`config.mk`:
```
export PLATFORM = sky130hd
export DESIGN_NAME = snn_config_loader
export DESIGN_NICKNAME = d
export VERILOG_FILES = /design/src/rtl/snn_config_loader.sv
export SDC_FILE = /design/constraint.sdc
export NUM_CORES = 1
export LEC_CHECK = 0
export ABC_AREA = 1
export CAP_MARGIN = 0
export CORE_MARGIN = 4
export CORE_UTILIZATION = 45
export CTS_CLUSTER_DIAMETER = 30
export CTS_CLUSTER_SIZE = 10
export DETAILED_ROUTE_END_ITERATION = 8
export PLACE_DENSITY_LB_ADDON = 0.05
export SLEW_MARGIN = 30
export SYNTH_ARGS = -nofsm -noshare
export SYNTH_HDL_FRONTEND = slang
export SYNTH_SLANG_ARGS = --single-unit
```
`constraint.sdc`:
```
create_clock -name clk -period 3.1 [get_ports clk]
set_input_delay 0.62 -clock clk [delete_from_list [all_inputs] [get_ports clk]]
set_output_delay 0.62 -clock clk [all_outputs]
set_load 0.005 [all_outputs]
```
`src/rtl/snn_config_loader.sv`:
```
// snn_config_loader: SPI-style serial frame receiver that emits single-cycle
// parameter register writes (single or auto-incrementing burst).
module snn_config_loader #(
  parameter int SYNC_STAGES = 2,
  parameter int MAX_ADDR    = 14
) (
  input  logic       clk,
  input  logic       reset,
  input  logic       spi_sclk,
  input  logic       spi_mosi,
  input  logic       spi_cs_n,
  output logic [3:0] cfg_addr,
  output logic [7:0] cfg_data,
  output logic       cfg_we,
  output logic       busy,
  output logic       frame_err,
  output logic [7:0] write_count
);
  localparam logic [3:0] MAX = 4'(MAX_ADDR);
  typedef enum logic [2:0] {IDLE, HDR, DATA, WRITE, DRAIN} state_t;
  state_t state, nxt;
  logic [SYNC_STAGES-1:0] sclk_sr, mosi_sr, cs_sr, vld;
  logic sclk_d, cs_d, armed, burst;
  logic [3:0] cnt, hdr, addr;
  logic [7:0] shreg;
  logic s_sclk, s_mosi, s_cs, rise, cs_fall, last_bit;
  logic [3:0] hdr_addr;
  logic [7:0] byte_in;
  assign s_sclk   = sclk_sr[SYNC_STAGES-1];
  assign s_mosi   = mosi_sr[SYNC_STAGES-1];
  assign s_cs     = cs_sr[SYNC_STAGES-1];
  assign rise     = s_sclk & ~sclk_d;
  assign cs_fall  = armed & cs_d & ~s_cs;
  assign last_bit = rise && cnt == 4'd7;
  assign hdr_addr = {hdr[2:0], s_mosi};
  assign byte_in  = {shreg[6:0], s_mosi};
  // armed only after the synchronizers hold a genuine cs_n=1, so a cs_n held low
  // across reset never looks like a fresh fall
  always_ff @(posedge clk or posedge reset)
    if (reset) begin
      sclk_sr <= '0;
      mosi_sr <= '0;
      cs_sr   <= '1;
      vld     <= '0;
      sclk_d  <= 1'b0;
      cs_d    <= 1'b1;
      armed   <= 1'b0;
    end else begin
      sclk_sr <= {sclk_sr[SYNC_STAGES-2:0], spi_sclk};
      mosi_sr <= {mosi_sr[SYNC_STAGES-2:0], spi_mosi};
      cs_sr   <= {cs_sr[SYNC_STAGES-2:0], spi_cs_n};
      vld     <= {vld[SYNC_STAGES-2:0], 1'b1};
      sclk_d  <= s_sclk;
      cs_d    <= s_cs;
      if (vld[SYNC_STAGES-1] && s_cs) armed <= 1'b1;
    end
  always_ff @(posedge clk or posedge reset)
    if (reset) state <= IDLE;
    else state <= nxt;
  always_comb begin
    nxt = state;
    case (state)
      IDLE:    nxt = cs_fall ? HDR : IDLE;
      HDR:     nxt = s_cs ? IDLE : (rise && cnt == 4'd4) ? (hdr_addr > MAX ? DRAIN : DATA) : HDR;
      DATA:    nxt = last_bit ? WRITE : s_cs ? IDLE : DATA;
      WRITE:   nxt = s_cs ? IDLE : (burst && addr < MAX) ? DATA : DRAIN;
      DRAIN:   nxt = s_cs ? IDLE : DRAIN;
      default: nxt = IDLE;
    endcase
  end
  always_comb begin
    cfg_we = state == WRITE;
    busy   = state != IDLE;
  end
  // a completing 8th bit wins over a simultaneous cs_n rise
  always_ff @(posedge clk or posedge reset)
    if (reset) begin
      cnt         <= '0;
      hdr         <= '0;
      addr        <= '0;
      burst       <= 1'b0;
      shreg       <= '0;
      frame_err   <= 1'b0;
      cfg_addr    <= '0;
      cfg_data    <= '0;
      write_count <= '0;
    end else begin
      case (state)
        IDLE: if (cs_fall) begin
          frame_err <= 1'b0;
          cnt       <= '0;
        end
        HDR: if (s_cs) begin
          if (cnt != 4'd0) frame_err <= 1'b1;
        end else if (rise) begin
          hdr <= hdr_addr;
          cnt <= cnt + 4'd1;
          if (cnt == 4'd4) begin
            burst <= hdr[3];
            addr  <= hdr_addr;
            cnt   <= '0;
            if (hdr_addr > MAX) frame_err <= 1'b1;
          end
        end
        DATA: if (last_bit) begin
          cfg_addr <= addr;
          cfg_data <= byte_in;
        end else if (s_cs) begin
          if (cnt != 4'd0) frame_err <= 1'b1;
        end else if (rise) begin
          shreg <= byte_in;
          cnt   <= cnt + 4'd1;
        end
        WRITE: begin
          write_count <= write_count + 8'd1;
          cnt         <= '0;
          if (!s_cs && burst && addr < MAX) addr <= addr + 4'd1;
        end
        DRAIN: if (!s_cs && rise) frame_err <= 1'b1;
        default: ;
      endcase
    end
endmodule
```
### Word level (Yosys, flattened, before mapping)

Index checks and enable logic that the tools add are counted.

* output and inout bits: 23
* register bits: 55
* RAM bits: 0
* bits in read-only memories: 0
* word-level logic and storage cells: 101
* memories kept: 0
* input port bits: 5
* bits in latches: 0

* reduce and logical (&&, ||, !) cells: 21
* eq/ne operators: 19
* muxes and demuxes: 33
* add/sub/neg operators: 3
* shifts and indexed selects: 0
* bitwise logic cells: 6
* $mul: 0
* divide/modulo/power cells: 0
* order comparisons: 2

Operator list (number)
* 2-to-1 mux 4 bit: 11
* 2-to-1 mux 3 bit: 6
* != test 2 bit (second input constant): 9
* case mux 4 bit (4 select lines): 1
* case mux 3 bit (5 select lines): 1
* nonzero test 4 bit: 3
* 2-to-1 mux 1 bit: 10
* != test 3 bit (second input constant): 3
* adder 4 x 1 -> 4 bit (second input constant): 2
* adder 8 x 1 -> 8 bit (second input constant): 1
* equality test 4 x 3 -> 1 bit (second input constant): 2
* case mux 4 bit (2 select lines): 1
* AND reduction 4 bit: 2
* AND reduction 8 bit: 1
* logical AND 1 bit: 7
* AND reduction 7 bit: 1
* equality test 3 x 2 -> 1 bit (second input constant): 2
* AND reduction 5 bit: 1
* > comparator 4 bit (second input constant): 1
* less-than comparator 4 bit (second input constant): 1
* 2-to-1 mux 2 bit: 2
* case mux 1 bit (4 select lines): 1
* AND 1 bit: 3
* equality test 3 x 1 -> 1 bit (second input constant): 1
* other kinds (9): 11

### Depth between registers and ports, before layout

* word-level depth: 6
* mapped depth: 10
* gate-level depth less buffers: 10

### Least setup slack after synthesis

OpenSTA, ideal clock, no wires.

* path type: register to output
* start: register state[2]
* end: output cfg_we
* setup slack: 1629 ps
* stages on the path, launching flop included: 5
* required time: 2480 ps
* arrival time: 851 ps
* path through: dfrtp_1 -> inv_2 -> nand3_4 -> inv_2 -> buf_6

* cells in the longest elaborated chain, start to end: 1

Ends and longest elaborated chain
* from (decl): line 21 `state_t state, nxt;`
* from (signal assigned): line 59 `else state <= nxt;`
* equality test 3 x 2 -> 1 bit: line 72 `cfg_we = state == WRITE;`
* to (decl): line 14 `output logic cfg_we,`

Every way passes these cells.

### Final worst setup path

Ends and elaborated chain as after synthesis.

==> flow_summary.json <==
{
  "clk_latency_ps": 310,
  "timing.critical_path.required_ps": 2480,
  "pwr-share-clk": 0.314,
  "critical_path.reg2reg.endpoint": "frame_err",
  "post_syn_nets": 286,
  "clock_pin_slew_reported_for_the_worst_setup_and_hold_paths_after_clock_tree_synthesis_ps": 100,
  "start_util": 0.463,
  "grt_first_pass_wirelength_um": 8200,
  "globalRouteOverflowTotal": 0,
  "cts_max_path_buffers": 2,
  "dp_hpwl_um": 3360,
  "hold_class": "register to register",
  "routed_length_per_placed_instance_um": 11.9,
  "initial_antenna_violation_count": 0,
  "power.share.switching": 0.265,
  "setup_violations": 0,
  "timing_worst_setup_path_type": "register to primary output",
  "finalHoldViolCount": 0,
  "crit_top_cell": "sky130_fd_sc_hd__inv_2",
  "maxClockFrequency_mhz": 417,
  "total_power_uw": 1370,
  "final_core_util": 0.542,
  "crit-reg2reg-launch": "cnt[0]",
  "final_min_period_over_clock_period": 0.773,
  "ys.flop_type": "sky130_fd_sc_hd__dfrtp_1",
  "worst_setup_slack_for_register_to_register_paths_ps": 1550,
  "ir_worst_vdd_uv": 308,
  "ys.warnings.count": 0,
  "postSynthAreaPerCell_um2": 9.20,
  "pwr-share-comb": 0.109,
  "cts_buffers": 5,
  "final_layout_size_suffix_gt1_frac": 0.149,
  "core.rowCount": 27,
  "fin_hold_ws_ps": 357,
  "synthesized_flop_and_latch_total": 55,
  "p_sw_uw": 361,
  "min_from": "mosi_sr[0]",
  "die-area_um2": 6930,
  "layout.filler_cells": 498,
  "cp_cell_sequence": "inv_2 > nand3_4 > inv_2 > clkdlybuf4s50_1",
  "synth_seq_area_share": 0.542,
  "die_x_um": 83.2,
  "layout-area-overhead-vs-synth_pct": 17.1,
  "rsz0062_at_grt": "false",
  "ant_cells": 0,
  "crit_arrival_ps": 1780,
  "total_leakage_power_uw": 0.00142,
  "timing.final.crit_period_ps": 2400,
  "finalNetCount": 317,
  "critical-path-top-delay-family": "buffers and inverters",
  "cp_max_fo": 12,
  "p_int_uw": 1000,
  "via_count_of_the_first_global_routing_pass": 1760,
  "cts.root.buffer_cell": "sky130_fd_sc_hd__clkbuf_8",
  "final_routed_wirelength_across_all_metal_layers_um": 4530,
  "drv_cap": 0,
  "worst-path-buf-inv": 3,
  "worst_slew_pin_slew_ps": 631,
  "cts_hold_buffers": 0,
  "globalplace.congestion": 0.816,
  "count_of_buffers_inserted_at_the_top_level_ports": 27,
  "finalWorstSetupSlack_ps": 703,
  "worst_path_max_delay_cell": "sky130_fd_sc_hd__clkdlybuf4s50_1",
  "drt_first_iter_violations": 94,
  "grtUsageTotal": 0.143,
  "drcViolationCount": 0,
  "post_cts.repair.setup_buffers": 0,
  "synth-async-reset-ratio": 1.00,
  "core_um2": 5510,
  "final-max-slew-violation-count": 0,
  "post_synth_num_cell_types": 30,
  "synth_area_um2": 2550,
  "drt-pass1-iter-count": 4,
  "fin_tns_setup_ps": 0,
  "ctsHtreeMaxLevel": 2,
  "critical_path_capture_point_type": "primary output",
  "worstHoldEndpoint": "mosi_sr[1]",
  "grt_start_max_net_pins": 30,
  "setup.worst_path.start_class": "register",
  "slew-limit-headroom": 0.579,
  "dr_total_vias": 1820,
  "clock_skew_ps": 11.0,
  "power_frac_seq": 0.576,
  "worstRegToRegCells": 9,
  "power_per_cell_area_nw_per_um2": 458,
  "clock_tree_from_tritoncts": "done",
  "cts_resized": 0,
  "numClockSinks": 55,
  "drtAntennaViolNets": 0,
  "worst_hold_depth": 0,
  "fp.dieH_um": 83.2,
  "routed_via_density": 4.78,
  "outcome": "completed",
  "cpPeakStageDelay_ps": 550,
  "io-pin-count": 28,
  "syn-instance-count": 277,
  "synth_enable_flop_cells": 0,
  "place_ws_ps": 1040
}
## worst max path at each step
stage | from | end | slack [ps] | depth (start not counted)
finish | state[2] | cfg_we | 700 | 4
global route | state[2] | cfg_we | 600 | 4
CTS | state[2] | cfg_we | 690 | 4
detailed placement | state[2] | cfg_we | 1040 | 4
global placement | state[2] | cfg_we | 1080 | 4
floorplan | reset | addr[0] | 1140 | 1
## Yosys cell counts (2+ instances only)
| cell | instances | area [um^2] |
|---|---|---|
| sky130_fd_sc_hd__xor2_1 | 5 | 43.8 |
| sky130_fd_sc_hd__o21ai_1 | 3 | 15.0 |
| sky130_fd_sc_hd__nor2_4 | 2 | 22.5 |
| sky130_fd_sc_hd__buf_6 | 4 | 45.0 |
| sky130_fd_sc_hd__nand2_1 | 76 | 285 |
| sky130_fd_sc_hd__o21ai_0 | 25 | 125 |
| sky130_fd_sc_hd__nand4_1 | 2 | 12.5 |
| sky130_fd_sc_hd__nor2_1 | 9 | 33.8 |
| sky130_fd_sc_hd__nor2_2 | 2 | 12.5 |
| sky130_fd_sc_hd__a21oi_1 | 4 | 20.0 |
| sky130_fd_sc_hd__nand2_4 | 3 | 33.8 |
| sky130_fd_sc_hd__nand3_2 | 3 | 30.0 |
| sky130_fd_sc_hd__ha_1 | 4 | 50.1 |
| sky130_fd_sc_hd__nand3_1 | 17 | 85.1 |
| sky130_fd_sc_hd__dfrtp_1 | 52 | 1300 |
| sky130_fd_sc_hd__inv_2 | 6 | 22.5 |
| sky130_fd_sc_hd__inv_1 | 33 | 124 |
| sky130_fd_sc_hd__dfstp_2 | 3 | 78.8 |
| sky130_fd_sc_hd__nand2_2 | 6 | 37.5 |
| sky130_fd_sc_hd__xnor2_1 | 2 | 17.5 |
| sky130_fd_sc_hd__o21ai_2 | 7 | 61.3 |
## kinds of logic (layout without fill, tap and decap cells)
logic type	Yosys count	after routing	synth area share
and+or+nand+nor	124	124	0.236
buffers and inverters	43	75	0.0751
xor gates and xnor gates	7	7	0.0241
AOI/OAI and AO/OA	43	43	0.102
other	1	1	0.00147
adders and majority gates	4	4	0.0196
DFF	55	55	0.542
## layout by cell type (no fill, tap or decap)
master | Yosys | routed
sky130_fd_sc_hd__nor3_1 | 1 | 1
sky130_fd_sc_hd__o22ai_1 | 1 | 1
sky130_fd_sc_hd__nor2_2 | 2 | 2
sky130_fd_sc_hd__dfrtp_1 | 52 | 52
sky130_fd_sc_hd__inv_6 | 0 | 2
sky130_fd_sc_hd__clkdlybuf4s50_1 | 0 | 27
sky130_fd_sc_hd__ha_1 | 4 | 4
sky130_fd_sc_hd__o21ai_2 | 7 | 7
sky130_fd_sc_hd__a21oi_1 | 4 | 4
sky130_fd_sc_hd__nor3_2 | 1 | 1
sky130_fd_sc_hd__nand2_1 | 76 | 76
sky130_fd_sc_hd__conb_1 | 1 | 1
sky130_fd_sc_hd__dfstp_2 | 3 | 3
sky130_fd_sc_hd__nor3_4 | 1 | 1
sky130_fd_sc_hd__nand2_4 | 3 | 3
sky130_fd_sc_hd__o21ai_0 | 25 | 25
sky130_fd_sc_hd__a21oi_4 | 1 | 1
sky130_fd_sc_hd__a21o_1 | 1 | 1
sky130_fd_sc_hd__o21ai_1 | 3 | 3
sky130_fd_sc_hd__nand4_1 | 2 | 2
sky130_fd_sc_hd__clkbuf_8 | 0 | 6
sky130_fd_sc_hd__o21a_1 | 1 | 1
sky130_fd_sc_hd__xnor2_1 | 2 | 2
sky130_fd_sc_hd__buf_12 | 0 | 1
sky130_fd_sc_hd__nand3_4 | 1 | 1
sky130_fd_sc_hd__nor2_1 | 9 | 9
sky130_fd_sc_hd__nand3_1 | 17 | 17
sky130_fd_sc_hd__inv_2 | 6 | 7
sky130_fd_sc_hd__nand2_2 | 6 | 6
sky130_fd_sc_hd__xor2_1 | 5 | 5
sky130_fd_sc_hd__inv_1 | 33 | 32
sky130_fd_sc_hd__nor2_4 | 2 | 2
sky130_fd_sc_hd__nand3_2 | 3 | 3
## power by group through the flow
stage	sequential (uW)	clock [uW]	combinational (uW)
floorplan	794	0	104
global placement	799	0	150
detailed placement	801	0	152
CTS	787	443	153
global route	794	480	177
finish	787	429	149
## metal layers
metal,global-route usage,vias up,share of wire
met5,0,-,0
met3,0.0337,5,0.044
met4,0.0357,0,0.0086
met1,0.207,856,0.51
li1,-,930,-
met2,0.217,29,0.44
## sequential cells by signal, summed over array words and instances, names as in the netlist, 2 cells and up
| register | count |
|---|---|
| vld | 2 |
| mosi_sr | 2 |
| hdr | 4 |
| shreg | 7 |
| state | 3 |
| cnt | 4 |
| cs_sr | 2 |
| cfg_data | 8 |
| addr | 4 |
| cfg_addr | 4 |
| write_count | 8 |
| sclk_sr | 2 |
## metrics by stage
step / area (um^2) / instances
2_1_floorplan: 2550 / 277
3_3_place_gp: 2880 / 373
3_5_place_dp: 2880 / 373
4_1_cts: 2980 / 381
5_1_grt: 2980 / 381
6_report: 2980 / 381
## cell type report
cell class | count | area (um^2) | area share
multi-input combinational | 179 | 976 | 0.327
inverter | 39 | 146 | 0.0491
timing repair buffer | 28 | 290 | 0.0973
clock buffer | 6 | 82.6 | 0.0277
clock inverter | 2 | 17.5 | 0.00587
tap | 72 | 90.1 | 0.0302
sequential | 55 | 1380 | 0.463
No activity file was read; power rests on OpenSTA's default activity.
